--- config.mk ---
export PLATFORM = sky130hd
export DESIGN_NAME = noc_vc_credit_link
export DESIGN_NICKNAME = d
export VERILOG_FILES = /design/src/rtl/noc_vc_credit_link.sv
export SDC_FILE = /design/constraint.sdc
export NUM_CORES = 1
export LEC_CHECK = 0
export CELL_PAD_IN_SITES_DETAIL_PLACEMENT = 1
export CELL_PAD_IN_SITES_GLOBAL_PLACEMENT = 2
export CORE_MARGIN = 2
export CORE_UTILIZATION = 44
export DETAILED_ROUTE_END_ITERATION = 8
export PLACE_DENSITY_LB_ADDON = 0.1
export RECOVER_POWER = 25
export SLEW_MARGIN = 25
export SYNTH_ARGS = -nofsm -noshare
export SYNTH_HDL_FRONTEND = slang
export SYNTH_SLANG_ARGS = --single-unit
--- constraint.sdc ---
create_clock -name clk_noc -period 6.6 [get_ports clk_noc]
set_clock_uncertainty 0.15 [all_clocks]
set_input_delay 0.66 -clock clk_noc [delete_from_list [all_inputs] [get_ports clk_noc]]
set_output_delay 0.66 -clock clk_noc [all_outputs]
set_load 0.005 [all_outputs]
--- src/rtl/noc_vc_credit_link.sv ---
// noc_vc_credit_link
//   Credit-based multi-VC output link. Buffers flits per virtual channel,
//   grants one eligible VC per cycle round-robin, and drives a registered
//   send interface followed by NUM_PIPELINE extra stages. Downstream credits
//   come back on credit_in through an equally deep register chain.
//
//   Optional feature macro: NOC_LINK_STATS_EN enables the per-VC sent-flit
//   and credit-stall counters. Without it, stat_* are tied to zero.
//
//   Ports:
//     clk_noc, rst_noc_sync          clock, synchronous active-high reset
//     in_valid/in_ready              per-VC flit handshake
//     in_data/in_dest/in_is_tail     per-VC flit payload
//     data_out/dest_out/is_tail_out  link flit fields
//     vc_out/send_out                link VC index and flit valid
//     credit_in                      per-VC credit return, one pulse per slot
//     credit_err                     sticky credit overflow flag
//     stat_flits/stat_stalls         per-VC 16-bit statistics counters
module noc_vc_credit_link #(
    parameter int unsigned NUM_VCS            = 2,
    parameter int unsigned FLIT_WIDTH         = 32,
    parameter int unsigned DEST_WIDTH         = 6,
    parameter int unsigned VC_BUFFER_DEPTH    = 4,
    parameter int unsigned DOWNSTREAM_CREDITS = 1,
    parameter int unsigned NUM_PIPELINE       = 0,
    parameter int unsigned VC_WIDTH           = (NUM_VCS > 1) ? $clog2(NUM_VCS) : 1
) (
    input  logic                                clk_noc,
    input  logic                                rst_noc_sync,
    input  logic [NUM_VCS-1:0]                  in_valid,
    output logic [NUM_VCS-1:0]                  in_ready,
    input  logic [NUM_VCS-1:0][FLIT_WIDTH-1:0]  in_data,
    input  logic [NUM_VCS-1:0][DEST_WIDTH-1:0]  in_dest,
    input  logic [NUM_VCS-1:0]                  in_is_tail,
    output logic [FLIT_WIDTH-1:0]               data_out,
    output logic [DEST_WIDTH-1:0]               dest_out,
    output logic                                is_tail_out,
    output logic [VC_WIDTH-1:0]                 vc_out,
    output logic                                send_out,
    input  logic [NUM_VCS-1:0]                  credit_in,
    output logic                                credit_err,
    output logic [NUM_VCS-1:0][15:0]            stat_flits,
    output logic [NUM_VCS-1:0][15:0]            stat_stalls
);
    localparam int unsigned AW        = $clog2(VC_BUFFER_DEPTH);
    localparam logic [3:0]  CRED_INIT = 4'(DOWNSTREAM_CREDITS);
    localparam logic [AW:0] PTR_ONE   = 1;

    typedef struct packed {
        logic                  tail;
        logic [DEST_WIDTH-1:0] dest;
        logic [FLIT_WIDTH-1:0] data;
    } entry_t;

    typedef struct packed {
        logic                send;
        logic [VC_WIDTH-1:0] vc;
        entry_t              e;
    } stage_t;

    entry_t              r_mem  [NUM_VCS][VC_BUFFER_DEPTH];
    logic [AW:0]         r_wptr [NUM_VCS];
    logic [AW:0]         r_rptr [NUM_VCS];
    logic [3:0]          r_cred [NUM_VCS];
    logic [VC_WIDTH-1:0] r_rr;
    logic                r_err;
    stage_t              r_out;

    logic [NUM_VCS-1:0]  w_empty;
    logic [NUM_VCS-1:0]  w_full;
    logic [NUM_VCS-1:0]  w_elig;
    logic [NUM_VCS-1:0]  w_wr;
    logic [NUM_VCS-1:0]  w_cred_dly;
    logic [NUM_VCS-1:0]  w_gnt_oh;
    logic                w_gnt;
    logic [VC_WIDTH-1:0] w_gnt_vc;
    entry_t              w_head;
    stage_t              w_last;

    // Pointers carry one extra wrap bit so full and empty are distinguishable.
    always_comb begin
        for (int unsigned v = 0; v < NUM_VCS; v++) begin
            w_empty[v]  = (r_wptr[v] == r_rptr[v]);
            w_full[v]   = (r_wptr[v][AW] != r_rptr[v][AW]) &&
                          (r_wptr[v][AW-1:0] == r_rptr[v][AW-1:0]);
            w_elig[v]   = !w_empty[v] && (r_cred[v] != '0);
            in_ready[v] = !w_full[v] && !rst_noc_sync;
            w_wr[v]     = in_valid[v] && in_ready[v];
        end
    end

    // Round-robin: scan offsets 0..NUM_VCS-1 from r_rr, first eligible wins.
    always_comb begin
        w_gnt    = 1'b0;
        w_gnt_vc = '0;
        w_gnt_oh = '0;
        w_head   = '0;
        for (int unsigned i = 0; i < NUM_VCS; i++) begin
            for (int unsigned v = 0; v < NUM_VCS; v++) begin
                if (!w_gnt && w_elig[v] && (v == (32'(r_rr) + i) % NUM_VCS)) begin
                    w_gnt       = 1'b1;
                    w_gnt_vc    = VC_WIDTH'(v);
                    w_gnt_oh[v] = 1'b1;
                    w_head      = r_mem[v][r_rptr[v][AW-1:0]];
                end
            end
        end
    end

    always_ff @(posedge clk_noc) begin
        if (rst_noc_sync) begin
            for (int unsigned v = 0; v < NUM_VCS; v++) begin
                r_wptr[v] <= '0;
                r_rptr[v] <= '0;
                r_cred[v] <= CRED_INIT;
            end
            r_rr  <= '0;
            r_err <= 1'b0;
            r_out <= '0;
        end else begin
            for (int unsigned v = 0; v < NUM_VCS; v++) begin
                if (w_wr[v]) begin
                    r_mem[v][r_wptr[v][AW-1:0]] <= {in_is_tail[v], in_dest[v], in_data[v]};
                    r_wptr[v] <= r_wptr[v] + PTR_ONE;
                end
                if (w_gnt_oh[v]) begin
                    r_rptr[v] <= r_rptr[v] + PTR_ONE;
                end
                // Grant and returning credit in the same cycle cancel out.
                if (w_gnt_oh[v] && !w_cred_dly[v]) begin
                    r_cred[v] <= r_cred[v] - 4'd1;
                end else if (!w_gnt_oh[v] && w_cred_dly[v]) begin
                    if (r_cred[v] == CRED_INIT) begin
                        r_err <= 1'b1;
                    end else begin
                        r_cred[v] <= r_cred[v] + 4'd1;
                    end
                end
            end
            if (w_gnt) begin
                r_out.send <= 1'b1;
                r_out.vc   <= w_gnt_vc;
                r_out.e    <= w_head;
                r_rr       <= VC_WIDTH'((32'(w_gnt_vc) + 32'd1) % NUM_VCS);
            end else begin
                r_out.send <= 1'b0;
            end
        end
    end

    generate
        if (NUM_PIPELINE == 0) begin : g_no_pipe
            assign w_cred_dly = credit_in;
            assign w_last     = r_out;
        end else begin : g_pipe
            logic [NUM_VCS-1:0] r_cpipe [NUM_PIPELINE];
            stage_t             r_fpipe [NUM_PIPELINE];

            // Payload fields only advance behind a valid flit; otherwise they hold.
            always_ff @(posedge clk_noc) begin
                if (rst_noc_sync) begin
                    for (int unsigned k = 0; k < NUM_PIPELINE; k++) begin
                        r_cpipe[k] <= '0;
                        r_fpipe[k] <= '0;
                    end
                end else begin
                    r_cpipe[0] <= credit_in;
                    if (r_out.send) r_fpipe[0] <= r_out;
                    else            r_fpipe[0].send <= 1'b0;
                    for (int unsigned k = 1; k < NUM_PIPELINE; k++) begin
                        r_cpipe[k] <= r_cpipe[k-1];
                        if (r_fpipe[k-1].send) r_fpipe[k] <= r_fpipe[k-1];
                        else                   r_fpipe[k].send <= 1'b0;
                    end
                end
            end

            assign w_cred_dly = r_cpipe[NUM_PIPELINE-1];
            assign w_last     = r_fpipe[NUM_PIPELINE-1];
        end
    endgenerate

    assign send_out    = w_last.send;
    assign vc_out      = w_last.vc;
    assign is_tail_out = w_last.e.tail;
    assign dest_out    = w_last.e.dest;
    assign data_out    = w_last.e.data;
    assign credit_err  = r_err;

`ifdef NOC_LINK_STATS_EN
    always_ff @(posedge clk_noc) begin
        if (rst_noc_sync) begin
            stat_flits  <= '0;
            stat_stalls <= '0;
        end else begin
            for (int unsigned v = 0; v < NUM_VCS; v++) begin
                if (w_gnt_oh[v]) begin
                    stat_flits[v] <= stat_flits[v] + 16'd1;
                end
                if (!w_empty[v] && (r_cred[v] == '0)) begin
                    stat_stalls[v] <= stat_stalls[v] + 16'd1;
                end
            end
        end
    end
`else
    assign stat_flits  = '0;
    assign stat_stalls = '0;
`endif

endmodule

# Yosys cells after proc, flatten, opt, wreduce, memory -nomap -nowiden
# Memories as Yosys holds them, arrays and structs flattened.
# Index checks and enable logic that the tools add are counted.
dict set report classes {
  addsub 10
  magnitude_cmp 6
  eq_ne 8
  muxes 70
  bitwise_logic 12
  reduce_logical 37
}
# operator count
set ops {}
lappend ops {{39-bit 2-to-1 mux} 10}
lappend ops {{156-bit 2-to-1 mux} 2}
lappend ops {{39-bit binary-select mux with 2-bit select} 2}
lappend ops {{39-bit demux with 2-bit select} 2}
lappend ops {{32-bit logical NOT} 2}
lappend ops {{1-bit 2-to-1 mux} 46}
lappend ops {{1-bit logical AND} 21}
lappend ops {{4-bit 2-to-1 mux} 4}
lappend ops {{3-bit by 1-bit adder with 3-bit output, second input constant} 4}
lappend ops {{3-bit >= comparator, second input constant} 4}
lappend ops {{1-bit logical NOT} 12}
lappend ops {{3-bit 2-to-1 mux} 4}
lappend ops {{2-bit NOT with 3-bit output} 4}
lappend ops {{4-bit by 1-bit adder with 4-bit output, second input constant} 2}
lappend ops {{4-bit by 1-bit equality test with 1-bit output, second input constant} 2}
lappend ops {{1-bit OR} 8}
lappend ops {{4-bit nonzero test} 2}
lappend ops {{4-bit by 1-bit subtractor with 4-bit output, second input constant} 2}
lappend ops {{3-bit equality test} 2}
lappend ops {{3-bit by 1-bit < comparator with 1-bit output, second input constant} 2}
lappend ops {{2-bit equality test} 2}
lappend ops {{1-bit adder, second input constant} 2}
lappend ops {{1-bit != test} 2}
dict set report totals {
  regBits 43
  ramBits 332
  inputBits 84
  output_inout_bits 108
  wordCells 154
  n_memories 4
}
# memory words width rd rd_clocked_by_memory_dff write_ports line
set memory_table {}
lappend memory_table {r_mem 2 156 2 0 2 61} ;# entry_t r_mem [NUM_VCS][VC_BUFFER_DEPTH];
lappend memory_table {r_cred 2 4 2 0 2 64} ;# logic [3:0] r_cred [NUM_VCS];
lappend memory_table {r_rptr 2 3 2 0 2 63} ;# logic [AW:0] r_rptr [NUM_VCS];
lappend memory_table {r_wptr 2 3 2 0 2 62} ;# logic [AW:0] r_wptr [NUM_VCS];

# Depth between registers and ports, before layout
# An unclocked memory read counts as a cell.
dict set report logic_depth {
  depth_word 25
  ltp_mapped 8
  ltp_nobuf 8
}

# Worst setup path after synthesis
# OpenSTA, ideal clock, no wires.
dict set report synth_timing {
  path_kind {input to register}
  startpoint {input rst_noc_sync}
  endpoint {memory r_mem[0][0] in the netlist's numbering, enable pin}
  setup_ps 400
  arrival_ps 2117
  required_time_ps 6050
  setup_slack_ps 3933
  cell_stages 4
  n_path_buf 1
  path_cell_list {clkbuf_1 inv_1 o21a_1 and3_1}
}
# item line
set synth_lines {}
lappend synth_lines {{from (decl)} 29} ;# input logic rst_noc_sync,
lappend synth_lines {{to (decl)} 61}

==> impl_metrics.csv <==
group,metric,value,unit
status,run_status,"finished clean",
sta,period_share,54.7,%
routing,met3_length,1520,um
place,portBuffers,127,
worst_setup_path,r2r_end,"r_cred[1][3]$_DFFE_PP_",
worst_setup_path,endpoint_kind,"output pin",
logic_synthesis,synthDistinctLibCells,45,
sta,max_freq,0.277,GHz
worst_setup_path,r2r_setup_slack,3.34,ns
worst_setup_path,critPathKind,"register to output pin",
sta,tightest_slew,0.947,ns
clock_network,cts_hold_buf,0,
sta,period_minus_slack,3.61,ns
routing,wl,32500,um
worst_setup_path,cp.arrival,2.80,ns
clock_network,clock_sinks,375,
min_path,hold-path-endpoint,"data_out[8]$_SDFFE_PP0P_",
power,p_leak,5.88,nW
finish,n_antenna_cell,0,
routing,wl_met1,13800,um
clock_network,cts_max_level,2,
routing,wl_met2,16800,um
routing,top_signal_layer_used,"met4",
sta,setup_viol,0,
global_routing,antenna_found_initial,0,
logic_synthesis,ys_seq_elements,375,
sta,timing.slew.headroom,36.6,%
logic_synthesis,synth.top_cell.area_share,67.6,%
logic_synthesis,yosys_warnings,0,
place,gp_congestion,0.703,
worst_setup_path,cp.required,5.79,ns
finish,seqCellArea,10800,um^2
power,p_total,0.00767,W
clock_network,cts_tree,"yes",
clock_network,clock-root-buffer,"clkbuf_16",
min_path,worst_hold_path_type,"register to register",
power,p_per_area,434,nW/um^2
finish,multi_input_comb_area,3550,um^2
die,rows,67,
power,ir_drop,0.272,mV
global_routing,grt_pass1_wl,50000,um
logic_synthesis,syn_avg_cell_area,18.1,um^2
logic_synthesis,netlist_top_cells_area,"edfxtp_1 (68%), mux4_2 (12%), dfxtp_1 (5.8%)",
die,die_y,187,um
logic_synthesis,yosysMostFrequentCell,"edfxtp_1",
worst_setup_path,reg2reg_from,"r_rptr[0][0]$_SDFFCE_PN0P_",
sta,rsz0062_at_grt,"no",
die,start_util,44.3,%
clock_network,cts_made_buffers,40,
clock_network,clock_latency,0.52,ns
sta,tns,0,ns
min_path,hold-path-cell-count,2,
routing,antenna_left,0,
clock_network,clk_path_buf_depth,3,
die,ios,192,
sta,hold_viol,0,
logic_synthesis,synth_seq_area_share,73.4,%
routing,routed_via_density,5.28,
logic_synthesis,mappedNetlistArea,14800,um^2
logic_synthesis,yosysTopAreaCell,"edfxtp_1",
worst_setup_path,worst-path-max-fanout,42,
die,die_area,35000,um^2
routing,drt-wirelength-per-cell,22.7,um
routing,dr.first_iter.drc_count,574,
run,cap_violations,0,
logic_synthesis,synthTopCellsByCount,"edfxtp_1 (332), mux4_2 (78), buf_4 (65)",
global_routing,overflow,0,
global_routing,gr-usage-all-layers,18.8,%
place,dp_hpwl,19800,um
global_routing,grt_max_degree,52,
logic_synthesis,synthArstFlopShare,0,%
clock_network,cts_setup_buffers,0,
sta,drv_slew,0,
clock_network,clk_pin_slew_worst_paths,0.06,ns
finish,fill_cells,3093,
worst_setup_path,r2r_cells,7,
logic_synthesis,synth-edff-count,332,
finish,final_nets,1053,
logic_synthesis,ys.flop_type,"edfxtp_1",
routing,dr.pass1.iters,5,
logic_synthesis,synthCells,813,
clock_network,cts_resized,0,
worst_setup_path,worstSetupStartpointType,"register",
finish,syn_to_final_growth,19.7,%
finish,final_layout_size_suffix_gt1_share,16.1,%
min_path,min_from,"data_out[8]$_SDFFE_PP0P_",
die,die_x,187,um
global_routing,grt_pass1_vias,8296,
routing,drc_errors,0,
routing,vias,7564,
die,design.core.area,33300,um^2
==> critical path, stage by stage (launching register included) <==
cell and delay (ns):
edfxtp_1 0.34, buf_4 0.72, xnor2_1 0.29, nand2_1 0.13, o21a_1 0.26, clkdlybuf4s50_1 0.55
==> kinds of logic after synthesis <==
logic type,Yosys count,synth area share (%)
adders and majority gates,16,1.36
and+or+nand+nor,144,4.54
DFF,375,73.4
xor gates and xnor gates,13,0.772
muxes,80,12.0
other,1,0.0254
buffers and inverters,114,4.57
AOI/OAI and AO/OA,70,3.28
==> registers in the layout (all words and copies together) (netlist names) <==
| register | cells |
|---|---|
| r_cred | 8 |
| data_out | 32 |
| r_mem | 312 |
| r_wptr | 6 |
| r_rptr | 6 |
| r_rr | 1 |
| dest_out | 6 |
| is_tail_out | 1 |
| vc_out | 1 |
| send_out | 1 |
| credit_err | 1 |
==> final cells by class <==
type | instances | area share, %
timing repair buffer | 135 | 7.85
tap | 448 | 3.17
multi-input combinational | 387 | 20.1
clock inverter | 14 | 0.780
inverter | 14 | 0.298
sequential | 375 | 61.3
clock buffer | 60 | 6.45
==> cell usage in the layout (no fill, tap or decap), types with 4 or more instances in the layout <==
| cell type | n |
|---|---|
| a21oi_1 | 4 |
| a31oi_1 | 12 |
| and3_4 | 8 |
| buf_4 | 5 |
| clkbuf_1 | 16 |
| clkbuf_16 | 42 |
| clkdlybuf4s50_1 | 78 |
| clkinv_1 | 4 |
| conb_1 | 64 |
| dfxtp_1 | 43 |
| dlygate4sd3_1 | 48 |
| edfxtp_1 | 332 |
| ha_1 | 16 |
| inv_1 | 14 |
| mux4_2 | 78 |
| nand2_1 | 24 |
| nand3_1 | 12 |
| nor2_1 | 47 |
| nor3_1 | 37 |
| o21ai_0 | 4 |
| o22ai_1 | 32 |
| xnor2_1 | 11 |
==> how the worst max path moves through the flow <==
stage | start | endpoint | slack, ns | cells past startpoint
2_1_floorplan | rst_noc_sync | r_mem[0][0]$_DFFE_PP_ | 3.93 | 4
3_3_place_gp | r_rptr[0][0]$_SDFFCE_PN0P_ | r_rptr[0][4]$_SDFFCE_PN0P_ | 3.08 | 5
3_5_place_dp | rst_noc_sync | in_ready[0] | 3.26 | 5
4_1_cts | r_rptr[0][0]$_SDFFCE_PN0P_ | in_ready[0] | 2.90 | 5
5_1_grt | r_rptr[0][0]$_SDFFCE_PN0P_ | in_ready[0] | 2.76 | 5
6_report | r_rptr[0][0]$_SDFFCE_PN0P_ | in_ready[0] | 2.99 | 5
==> through the flow <==
| step | instance area (um^2) | util (%) | std cells | worst slack, ns | hold slack (ns) |
|---|---|---|---|---|---|
| 2_1_floorplan | 15000 | - | 876 | 3.93 | 0.292 |
| 3_3_place_gp | 16300 | 48.9 | 1356 | 3.08 | 0.312 |
| 3_5_place_dp | 16400 | 49.2 | 1359 | 3.26 | 0.317 |
| 4_1_cts | 17700 | 53.1 | 1433 | 2.90 | 0.325 |
| 5_1_grt | 17700 | 53.1 | 1433 | 2.76 | 0.345 |
| 6_report | 17700 | 53.1 | 1433 | 2.99 | 0.319 |
==> power by group <==
part / switching, W / internal (W)
combinational: 0.00131 / 0.00110
clock: 0.000883 / 0.00128
sequential: 0.000162 / 0.00294
total: 0.00236 / 0.00531
==> per-layer routing <==
layer | global-route usage (%) | vias up
met5 | 0 | -
met4 | 3.82 | 0
li1 | - | 3370
met2 | 33.8 | 221
met3 | 3.10 | 40
met1 | 24.2 | 3933
No activity file was read; power rests on OpenSTA's default activity.
